File: src/rtl/control_sequencer.sv
// control_sequencer
//   Hardwired Moore control unit for the bus-based datapath. It steps the
//   fetch (T0-T2), decode (T3) and execute (T4-T8) sequence for ld, ldi, st
//   and addi. It adds a memory-ready handshake with a stall timeout, run/halt
//   control, illegal-opcode trapping and a saturating retired-instruction
//   counter.
//
// Ports
//   clock        in   system clock, rising-edge active
//   clear        in   asynchronous active-low reset
//   run          in   1 = keep fetching; 0 = halt once the current instruction retires
//   ir           in   instruction register (opcode sampled at T3 only)
//   mem_ready    in   memory finished the current Read/Write (sampled in wait steps only)
//   PCout..ADD   out  datapath control strobes, decoded from state only
//   present_step out  0-8 = T0-T8, 14 = IDLE, 15 = FAULT
//   illegal_op   out  one-cycle pulse in the cycle after T3 decoded an undefined opcode
//   mem_fault    out  sticky flag, set when a wait step times out
//   instr_count  out  retired instructions, saturating at all-ones
module control_sequencer #(
  parameter int                      IR_W       = 32,
  parameter int                      OP_MSB     = 31,
  parameter int                      OP_LSB     = 27,
  parameter logic [OP_MSB-OP_LSB:0]  OP_LD      = 5'b00000,
  parameter logic [OP_MSB-OP_LSB:0]  OP_LDI     = 5'b00001,
  parameter logic [OP_MSB-OP_LSB:0]  OP_ST      = 5'b00010,
  parameter logic [OP_MSB-OP_LSB:0]  OP_ADDI    = 5'b01011,
  parameter int                      WAIT_LIMIT = 15,
  parameter int                      CNT_W      = 16
) (
  input  logic             clock,
  input  logic             clear,
  input  logic             run,
  input  logic [IR_W-1:0]  ir,
  input  logic             mem_ready,
  output logic             PCout,
  output logic             MARin,
  output logic             IncPC,
  output logic             Zlowin,
  output logic             Zlowout,
  output logic             PCin,
  output logic             Read,
  output logic             Write,
  output logic             MD_read,
  output logic             MDRin,
  output logic             MDRout,
  output logic             IRin,
  output logic             Yin,
  output logic             Grb,
  output logic             Gra,
  output logic             Rin,
  output logic             Rout,
  output logic             BAout,
  output logic             Csignout,
  output logic             ADD,
  output logic [3:0]       present_step,
  output logic             illegal_op,
  output logic             mem_fault,
  output logic [CNT_W-1:0] instr_count
);

  localparam int WCNT_W = $clog2(WAIT_LIMIT + 1);
  localparam logic [WCNT_W-1:0] WAIT_LIMIT_C = WCNT_W'(WAIT_LIMIT);

  // Encodings double as the externally visible step number.
  typedef enum logic [3:0] {
    S_T0    = 4'd0,
    S_T1    = 4'd1,
    S_T2    = 4'd2,
    S_T3    = 4'd3,
    S_T4    = 4'd4,
    S_T5    = 4'd5,
    S_T6    = 4'd6,
    S_T7    = 4'd7,
    S_T8    = 4'd8,
    S_IDLE  = 4'd14,
    S_FAULT = 4'd15
  } state_t;

  // Instruction class latched at T3 so later ir changes cannot disturb execute.
  typedef enum logic [1:0] {
    OPC_LD   = 2'd0,
    OPC_LDI  = 2'd1,
    OPC_ST   = 2'd2,
    OPC_ADDI = 2'd3
  } opc_t;

  state_t             state_q, state_d;
  opc_t               op_q, op_d;
  logic [WCNT_W-1:0]  wait_cnt_q, wait_cnt_d;
  logic [CNT_W-1:0]   instr_count_q, instr_count_d;
  logic               mem_fault_q, mem_fault_d;
  logic               illegal_q, illegal_d;

  logic [OP_MSB-OP_LSB:0] opcode;
  logic [WCNT_W-1:0]      wait_inc;
  logic                   in_wait;
  logic                   stall;
  logic                   retire;
  state_t                 fetch_next;

  // Only the opcode field of ir is decoded; fold the rest so it is not flagged unused.
  logic unused_ir_bits;
  assign unused_ir_bits = ^ir;

  assign opcode   = ir[OP_MSB:OP_LSB];
  assign wait_inc = wait_cnt_q + 1'b1;

  function automatic logic [CNT_W-1:0] sat_inc(input logic [CNT_W-1:0] v);
    return (&v) ? v : v + 1'b1;
  endfunction

  // Memory handshake steps: T1 for every fetch, T7 for ld reads, T8 for st writes.
  always_comb begin
    in_wait = 1'b0;
    case (state_q)
      S_T1:    in_wait = 1'b1;
      S_T7:    in_wait = (op_q == OPC_LD);
      S_T8:    in_wait = (op_q == OPC_ST);
      default: in_wait = 1'b0;
    endcase
  end

  assign stall = in_wait && !mem_ready;

  // ---------------- next-state ----------------
  always_comb begin
    state_d       = state_q;
    op_d          = op_q;
    wait_cnt_d    = wait_cnt_q;
    instr_count_d = instr_count_q;
    mem_fault_d   = mem_fault_q;
    illegal_d     = 1'b0;
    retire        = 1'b0;
    fetch_next    = run ? S_T0 : S_IDLE;

    if (stall) begin
      // Hold the step; the stall that brings the count to the limit is fatal.
      wait_cnt_d = wait_inc;
      if (wait_inc == WAIT_LIMIT_C) begin
        state_d     = S_FAULT;
        mem_fault_d = 1'b1;
      end
    end else begin
      if (in_wait) begin
        wait_cnt_d = '0;
      end
      case (state_q)
        S_IDLE: if (run) state_d = S_T0;
        S_T0:   state_d = S_T1;
        S_T1:   state_d = S_T2;
        S_T2:   state_d = S_T3;
        S_T3: begin
          if (opcode == OP_LD) begin
            op_d    = OPC_LD;
            state_d = S_T4;
          end else if (opcode == OP_LDI) begin
            op_d    = OPC_LDI;
            state_d = S_T4;
          end else if (opcode == OP_ST) begin
            op_d    = OPC_ST;
            state_d = S_T4;
          end else if (opcode == OP_ADDI) begin
            op_d    = OPC_ADDI;
            state_d = S_T4;
          end else begin
            // Trap: no retire, straight to the next-fetch decision.
            illegal_d = 1'b1;
            state_d   = fetch_next;
          end
        end
        S_T4:   state_d = S_T5;
        S_T5:   state_d = S_T6;
        S_T6: begin
          if (op_q == OPC_LD || op_q == OPC_ST) begin
            state_d = S_T7;
          end else begin
            retire = 1'b1;
          end
        end
        S_T7:    state_d = S_T8;
        S_T8:    retire  = 1'b1;
        S_FAULT: state_d = S_FAULT;
        default: state_d = S_IDLE;
      endcase
      if (retire) begin
        state_d       = fetch_next;
        instr_count_d = sat_inc(instr_count_q);
      end
    end
  end

  // ---------------- state registers ----------------
  always_ff @(posedge clock or negedge clear) begin
    if (!clear) begin
      state_q       <= S_IDLE;
      op_q          <= OPC_LDI;
      wait_cnt_q    <= '0;
      instr_count_q <= '0;
      mem_fault_q   <= 1'b0;
      illegal_q     <= 1'b0;
    end else begin
      state_q       <= state_d;
      op_q          <= op_d;
      wait_cnt_q    <= wait_cnt_d;
      instr_count_q <= instr_count_d;
      mem_fault_q   <= mem_fault_d;
      illegal_q     <= illegal_d;
    end
  end

  // ---------------- output decode ----------------
  always_comb begin
    PCout    = 1'b0;
    MARin    = 1'b0;
    IncPC    = 1'b0;
    Zlowin   = 1'b0;
    Zlowout  = 1'b0;
    PCin     = 1'b0;
    Read     = 1'b0;
    Write    = 1'b0;
    MD_read  = 1'b0;
    MDRin    = 1'b0;
    MDRout   = 1'b0;
    IRin     = 1'b0;
    Yin      = 1'b0;
    Grb      = 1'b0;
    Gra      = 1'b0;
    Rin      = 1'b0;
    Rout     = 1'b0;
    BAout    = 1'b0;
    Csignout = 1'b0;
    ADD      = 1'b0;
    case (state_q)
      S_T0: begin
        PCout  = 1'b1;
        MARin  = 1'b1;
        IncPC  = 1'b1;
        Zlowin = 1'b1;
      end
      S_T1: begin
        Zlowout = 1'b1;
        PCin    = 1'b1;
        Read    = 1'b1;
        MD_read = 1'b1;
        MDRin   = 1'b1;
      end
      S_T2: begin
        MDRout = 1'b1;
        IRin   = 1'b1;
      end
      S_T4: begin
        // Base operand: addi reads rb itself, the others use base-address gating.
        Grb = 1'b1;
        Yin = 1'b1;
        if (op_q == OPC_ADDI) begin
          Rout = 1'b1;
        end else begin
          BAout = 1'b1;
        end
      end
      S_T5: begin
        Csignout = 1'b1;
        ADD      = 1'b1;
        Zlowin   = 1'b1;
      end
      S_T6: begin
        Zlowout = 1'b1;
        if (op_q == OPC_LD || op_q == OPC_ST) begin
          MARin = 1'b1;
        end else begin
          Gra = 1'b1;
          Rin = 1'b1;
        end
      end
      S_T7: begin
        MDRin = 1'b1;
        if (op_q == OPC_ST) begin
          Gra  = 1'b1;
          Rout = 1'b1;
        end else begin
          Read    = 1'b1;
          MD_read = 1'b1;
        end
      end
      S_T8: begin
        MDRout = 1'b1;
        if (op_q == OPC_ST) begin
          Write = 1'b1;
        end else begin
          Gra = 1'b1;
          Rin = 1'b1;
        end
      end
      default: ;
    endcase
  end

  assign present_step = state_q;
  assign illegal_op   = illegal_q;
  assign mem_fault    = mem_fault_q;
  assign instr_count  = instr_count_q;

endmodule

File: config.mk
export PLATFORM = sky130hd
export DESIGN_NAME = control_sequencer
export DESIGN_NICKNAME = d
export VERILOG_FILES = /design/src/rtl/control_sequencer.sv
export SDC_FILE = /design/constraint.sdc
export NUM_CORES = 1
export LEC_CHECK = 0
export CORE_MARGIN = 2
export CORE_UTILIZATION = 43
export CTS_CLUSTER_DIAMETER = 150
export DETAILED_ROUTE_END_ITERATION = 6
export PLACE_DENSITY = 0.79
export SYNTH_ARGS = -nofsm -noshare
export SYNTH_HDL_FRONTEND = slang
export SYNTH_SLANG_ARGS = --single-unit
File: constraint.sdc
create_clock -name clock -period 2.9 [get_ports clock]
set_input_delay 0.87 -clock clock [delete_from_list [all_inputs] [get_ports clock]]
set_output_delay 0.87 -clock clock [all_outputs]
set_load 0.02 [all_outputs]
==> results of run 1 <==
-- state kept, by name (all words and copies together), names as in the netlist --
signal,flops
illegal_op,1
instr_count,16
mem_fault,1
op_q,2
present_step,4
wait_cnt_q,4
-- timing repair --
action	CTS	global route
hold endpoints to repair	0	0
setup buffers	1	0
setup endpoints to repair	6	8
gates cloned	0	0
gates resized for setup	4	12
-- power by group --
part | switching (mW) | internal, mW
registers | 0.105 | 0.496
clock network | 0.123 | 0.185
logic | 0.740 | 0.601
-- worst max-delay path by stage --
| stage | to | slack [ps] | cells past startpoint |
|---|---|---|---|
| after floorplan | Zlowin | 50 | 4 |
| after global placement | Rin | 150 | 4 |
| after detailed placement | Rin | 150 | 4 |
| after CTS | Zlowin | 3 | 4 |
| after global routing | BAout | 10 | 4 |
| final | Zlowin | 70 | 4 |
-- cells by family (layout without fill, tap and decap cells) --
kind of cell / after synthesis / in the layout / synth area share
mux: 2 / 2 / 0.0121
simple gates: 92 / 92 / 0.275
flops: 28 / 28 / 0.380
buf+inv: 24 / 72 / 0.0586
compound gates: 50 / 50 / 0.179
xor+xnor: 16 / 16 / 0.0754
fa+ha+maj: 3 / 3 / 0.0202
-- synthesized netlist by cell type (2+ instances only) --
cell and number:
inv_1 6, dfstp_2 4, and4_1 2, a211oi_1 5, o22a_1 3, o22ai_1 2, clkbuf_1 9, or3_1 2
nand2_1 16, o32a_1 3, nand3_1 10, buf_2 3, xor2_1 7, or2_1 3, dfrtp_1 24, nand3b_1 2
ha_1 3, nor3_1 9, nand4_1 5, nand2b_1 6, nor2b_1 2, o31ai_1 2, and3_1 5, a21oi_1 14
o21ai_1 5, xnor2_1 9, nor3b_1 2, buf_4 4, nor2_1 12, and2_1 4, nor4_1 7, o21ai_0 5
-- critical path, stage by stage, from the launching register on --
cell and delay [ps]:
dfstp_2 630, nand2b_2 210, nor2_1 90, or2_1 230
clkdlybuf4s50_1 540
-- metal layers --
layer / part of all wire / routed length [um]
met2: 0.48 / 2090
met1: 0.48 / 2080
met3: 0.036 / 156
met5: 0 / 0
met4: 0.0098 / 43
-- per-stage QoR --
step / total power [mW] / area [um2]
3_5_place_dp: 1.92 / 2420
4_1_cts: 2.24 / 2500
3_3_place_gp: 1.90 / 2420
5_1_grt: 2.41 / 2540
2_1_floorplan: 1.45 / 1860
6_report: 2.25 / 2540
-- final cells by class --
type | count | share of cell area
multi-input combinational | 163 | 0.422
inverter | 7 | 0.0104
clock buffer | 3 | 0.0163
clock inverter | 1 | 0.0118
timing repair buffer | 61 | 0.237
tap | 50 | 0.0247
sequential | 28 | 0.278
==> impl_metrics.env, run 1 <==
export IMPL_routed_wirelength_um=4370
export IMPL_grt_use_met3=0.0160
export IMPL_p_leak_nw=1.12
export IMPL_layout_commonest_cell="clkdlybuf4s50_1"
export IMPL_num_antenna_cells=0
export IMPL_async_flop_share=1.00
export IMPL_crit_fanout=8
export IMPL_fin_crit_ps=2830
export IMPL_first_pass_iters=4
export IMPL_slew_violations=0
export IMPL_top_level_ports=78
export IMPL_met1_usage=0.240
export IMPL_path_clk_slew_ps=90
export IMPL_grt_usage=0.179
export IMPL_min_delay_start="mem_fault$_DFFE_PN0P_"
export IMPL_fin_skew_ps=4.16
export IMPL_reg2reg_depth=6
export IMPL_die_h_um=69.7
export IMPL_portBuffers=50
export IMPL_r2r_end="instr_count[13]$_DFFE_PN0P_"
export IMPL_die_w_um=69.7
export IMPL_r2r_slack_ps=630
export IMPL_avgViaCountPerCell=5.60
export IMPL_wl_per_cell_um=14.0
export IMPL_rows=23
export IMPL_postCtsHoldBufs=0
export IMPL_syn_area_mm2=0.00186
export IMPL_synth_top_area_frac=0.323
export IMPL_rsz0062_at_grt="no"
export IMPL_final_cell_mix="40 x clkdlybuf4s50_1, 24 x dfrtp_1, 16 x nand2_1"
export IMPL_post_place_cells=308
export IMPL_critical_path_class="flip-flop to output port"
export IMPL_synth_fp_nets=254
export IMPL_num_fill_cells=367
export IMPL_avgSynthCellArea_um2=8.64
export IMPL_core_mm2=0.00409
export IMPL_final_util=0.621
export IMPL_antenna_found_initial=0
export IMPL_fmax_mhz=353
export IMPL_cap_violations=0
export IMPL_pwr_density_cell_mw_per_mm2=887
export IMPL_min_path_cells=1
export IMPL_ys_warn_count=0
export IMPL_clk_path_buf_depth=2
export IMPL_clk_latency_ps=270
export IMPL_synth_top_cells_by_area="dfrtp_1 32%, dfstp_2 5.7%, xnor2_1 4.2%"
export IMPL_numCtsBuffers=3
export IMPL_crit_start="present_step[3]$_DFFE_PN1P_"
export IMPL_crit_path_end_kind="output port"
export IMPL_grt_max_degree=29
export IMPL_final_nets=303
export IMPL_h_tree_depth=1
export IMPL_syn_inst=215
export IMPL_hold_ws_ps=482
export IMPL_dr_total_vias=1754
export IMPL_dieArea_mm2=0.00486
export IMPL_ys_types=52
export IMPL_hpwlAfterDp_um=3210
export IMPL_pre_cts_ws_ps=152
export IMPL_drive_gt1_frac=0.106
export IMPL_holdPathEnd="mem_fault$_DFFE_PN0P_"
export IMPL_worstReg2RegStart="present_step[3]$_DFFE_PN1P_"
export IMPL_antenna_left=0
export IMPL_status="completed"
export IMPL_worst_pin_slew_ps=561
export IMPL_ys_flop_type="dfrtp_1"
export IMPL_hold_path_class="flip-flop to flip-flop"
export IMPL_startpoint_type="flip-flop"
export IMPL_tns_ps=0
export IMPL_root_buffer="clkbuf_8"
export IMPL_grtUsageMet2=0.304
export IMPL_fin_crit_sh=0.976
export IMPL_setup_violations=0
export IMPL_drt_iter0_markers=80
export IMPL_area_growth_synth_to_final_pct=36.6
export IMPL_stdcell_count=313
export IMPL_relSlewSlack=0.624
export IMPL_gp_congestion=0.871
export IMPL_start_util=0.455
export IMPL_cts_sinks=28
export IMPL_multi_input_area_mm2=0.00107
export IMPL_top_usage_layer="met2"
export IMPL_drcViolationCount=0
export IMPL_synth_edff_count=0
export IMPL_grt_pass1_wl_um=7340
export IMPL_critPathRequiredTime_ps=2030
export IMPL_layout_setup_ws_ps=70.4
export IMPL_grt_pass1_vias=1656
export IMPL_grt_overflow_total=0
export IMPL_ys_seq_elements=28
export IMPL_hold_viol=0
export IMPL_seq_area_um2=706
export IMPL_yosysSeqAreaShare=0.380
export IMPL_synth_area_leader_cell="dfrtp_1"
export IMPL_arrival_ps=1960
export IMPL_ir_drop_mv=0.466
export IMPL_cts_tree="done"
Note: power is estimated with default switching activity, not from simulation.
==> run 2, diff against run 1 <==
ABC_AREA = 1   (was default)
CORE_MARGIN = default   (was 2)
CORE_UTILIZATION = 44   (was 43)
MAX_ROUTING_LAYER = met4   (was default)
==> run 2 against run 1 <==
Design area shrank 0.84%. Flip-flop and latch count unchanged. Clock skew barely moved. Via count is 4.2% higher. Die area decreased by 2.7%. Area after synthesis increased by 5.6%. Sequential power is 3.7% higher. Largest power group unchanged.
==> impl_metrics.env, run 2 <==
export IMPL_antenna_found_initial=0
export IMPL_numCtsBuffers=3
export IMPL_fmax_mhz=358
export IMPL_p_leak_nw=1.30
export IMPL_num_fill_cells=395
export IMPL_placed_area_mm2=0.00245
export IMPL_path_clk_slew_ps=100
export IMPL_h_tree_depth=1
export IMPL_clk_path_buf_depth=2
export IMPL_cap_violations=0
export IMPL_grt_pass1_wl_um=7250
export IMPL_drcViolationCount=0
export IMPL_grt_max_degree=29
export IMPL_wl_per_cell_um=11.8
export IMPL_crit_path_end_kind="output port"
export IMPL_synthMuxAreaShare=0
export IMPL_synth_xor_area_frac=0.0797
export IMPL_final_cell_mix="88 x nand2_1, 44 x clkdlybuf4s50_1, 31 x inv_1"
export IMPL_drive_gt1_frac=0.103
export IMPL_setup_violations=0
export IMPL_syn_inst=272
export IMPL_finalInstanceArea_mm2=0.00252
export IMPL_p_int_mw=1.13
export IMPL_clk_latency_ps=280
export IMPL_synth_area_leader_cell="dfrtp_1"
export IMPL_start_util=0.473
export IMPL_die_w_um=68.8
export IMPL_core_mm2=0.00414
export IMPL_synth_fp_nets=311
export IMPL_ys_types=32
export IMPL_antenna_left=0
export IMPL_fin_skew_ps=3.74
export IMPL_dieArea_mm2=0.00473
export IMPL_startpoint_type="flip-flop"
export IMPL_post_place_cells=364
export IMPL_layout_commonest_cell="nand2_1"
export IMPL_swShare=0.468
export IMPL_worst_pin_slew_ps=360
export IMPL_p_total_mw=2.13
export IMPL_p_switching_mw=0.998
export IMPL_pre_cts_ws_ps=247
export IMPL_cts_sinks=28
export IMPL_rows=23
export IMPL_synth_most_common_cell="nand2_1"
export IMPL_dr_total_vias=1828
export IMPL_ys_warn_count=0
export IMPL_final_util=0.607
export IMPL_rsz0062_at_grt="no"
export IMPL_drt_iter0_markers=129
export IMPL_synth_adder_area_share=0.0191
export IMPL_num_antenna_cells=0
export IMPL_async_flop_share=1.00
export IMPL_multi_input_area_mm2=0.00103
export IMPL_synth_top_cells_by_area="dfrtp_1 31%, nand2_1 17%, nand3_1 7.7%"
export IMPL_arrival_ps=1930
export IMPL_avgViaCountPerCell=4.95
export IMPL_grt_pass1_vias=1597
export IMPL_area_growth_synth_to_final_pct=28.3
export IMPL_hold_path_class="flip-flop to flip-flop"
export IMPL_crit_fanout=11
export IMPL_routed_wirelength_um=4370
export IMPL_status="completed"
export IMPL_hold_viol=0
export IMPL_grt_usage=0.208
export IMPL_ir_drop_mv=0.500
export IMPL_synth_edff_count=0
export IMPL_critical_path_class="flip-flop to output port"
export IMPL_fin_crit_ps=2800
export IMPL_syn_area_mm2=0.00196
export IMPL_die_h_um=68.8
export IMPL_largest_reg_flops=16
export IMPL_root_buffer="clkbuf_8"
export IMPL_avgSynthCellArea_um2=7.21
export IMPL_slew_violations=0
export IMPL_clock_power_share=0.118
export IMPL_relSlewSlack=0.760
export IMPL_gp_congestion=0.893
export IMPL_pwr_density_cell_mw_per_mm2=847
export IMPL_final_nets=359
export IMPL_yosysSeqAreaShare=0.360
export IMPL_fin_crit_sh=0.964
export IMPL_cts_tree="done"
export IMPL_p_seq_frac=0.293
export IMPL_synth_simple_gate_area_frac=0.371
export IMPL_synth_top_cells_by_count="88 x nand2_1, 31 x inv_1, 30 x nand3_1"
export IMPL_portBuffers=50
export IMPL_ys_flop_type="dfrtp_1"
export IMPL_ys_seq_elements=28
export IMPL_seq_area_um2=707
export IMPL_synth_top_area_frac=0.306
export IMPL_top_level_ports=78
export IMPL_first_pass_iters=4
export IMPL_hold_ws_ps=480
export IMPL_layout_setup_ws_ps=105
export IMPL_critPathRequiredTime_ps=2030
export IMPL_hpwlAfterDp_um=3220
export IMPL_synth_compound_area_share=0.0542
export IMPL_tns_ps=0
export IMPL_postCtsHoldBufs=0
export IMPL_power_frac_comb=0.589
export IMPL_grt_overflow_total=0
export IMPL_synth_top_family_by_area="simple AND/OR/NAND/NOR gates"
export IMPL_stdcell_count=369
-- run 2: cell types whose count changed in the layout (fill, tap and decap cells not counted), sizes merged, moves of 5 or more --
cell / change
buf: -7
nor4: -6
nand2b: -6
a211oi: -5
a21oi: -10
inv: +26
and3: -5
nand2: +76
nor3: -5
nand3: +22
nor2: +12
-- run 2: path summary, 6_finish.rpt --
path | from | to | slack (ps) | cells after the start
worst min register to register | mem_fault$_DFFE_PN0P_ | mem_fault$_DFFE_PN0P_ | 480 | 2
worst max register to register | present_step[1]$_DFFE_PN1P_ | instr_count[14]$_DFFE_PN0P_ | 900 | 10
worst min-delay path | mem_fault$_DFFE_PN0P_ | mem_fault$_DFFE_PN0P_ | 480 | 2
min in group asynchronous | clear | instr_count[11]$_DFFE_PN0P_ | 960 | 2
worst max-delay path | present_step[3]$_DFFE_PN1P_ | Grb | 100 | 6
max in group asynchronous | clear | op_q[0]$_DFFE_PN1P_ | 1630 | 2
-- run 2: repair_timing --
action | 4_1_cts | 5_1_grt
setup buffers | 0 | 1
resized for setup | 4 | 3
setup endpoints to repair | 4 | 5
gates cloned | 0 | 0
-- run 2: cells by family after synthesis --
| group | after synthesis |
|---|---|
| AOI/OAI and AO/OA | 19 |
| xor gates and xnor gates | 17 |
| buffers and inverters | 45 |
| adders and majority gates | 3 |
| DFF | 28 |
| and+or+nand+nor | 160 |
-- run 2: area by class of cell --
| class | instances | share of cell area |
|---|---|---|
| well taps | 50 | 0.0249 |
| flip-flops and latches | 28 | 0.281 |
| repair buffers | 54 | 0.212 |
| clock buffers | 4 | 0.0219 |
| inverters | 34 | 0.0512 |
| multi-input cells | 199 | 0.409 |
-- run 2: power groups by stage --
stage	registers (mW)	clock network, mW	logic (mW)
4_1_cts	0.625	0.255	1.26
5_1_grt	0.638	0.269	1.39
3_3_place_gp	0.625	0	1.25
2_1_floorplan	0.651	0	0.863
3_5_place_dp	0.629	0	1.26
6_report	0.624	0.250	1.26
-- run 2: worst max-delay path, stage by stage, from the launching register on --
cell and delay, ps:
dfstp_2 660, inv_1 60, nand2_1 90, inv_1 90
nand2_1 140, inv_1 70, clkdlybuf4s50_1 540
-- run 2: routing by layer --
metal | up-vias | GRT usage | wire [um]
li1 | 945 | - | -
met1 | 824 | 0.290 | 2120
met2 | 53 | 0.321 | 2040
met3 | 6 | 0.0197 | 153
met4 | 0 | 0.0536 | 59
met5 | - | - | 0
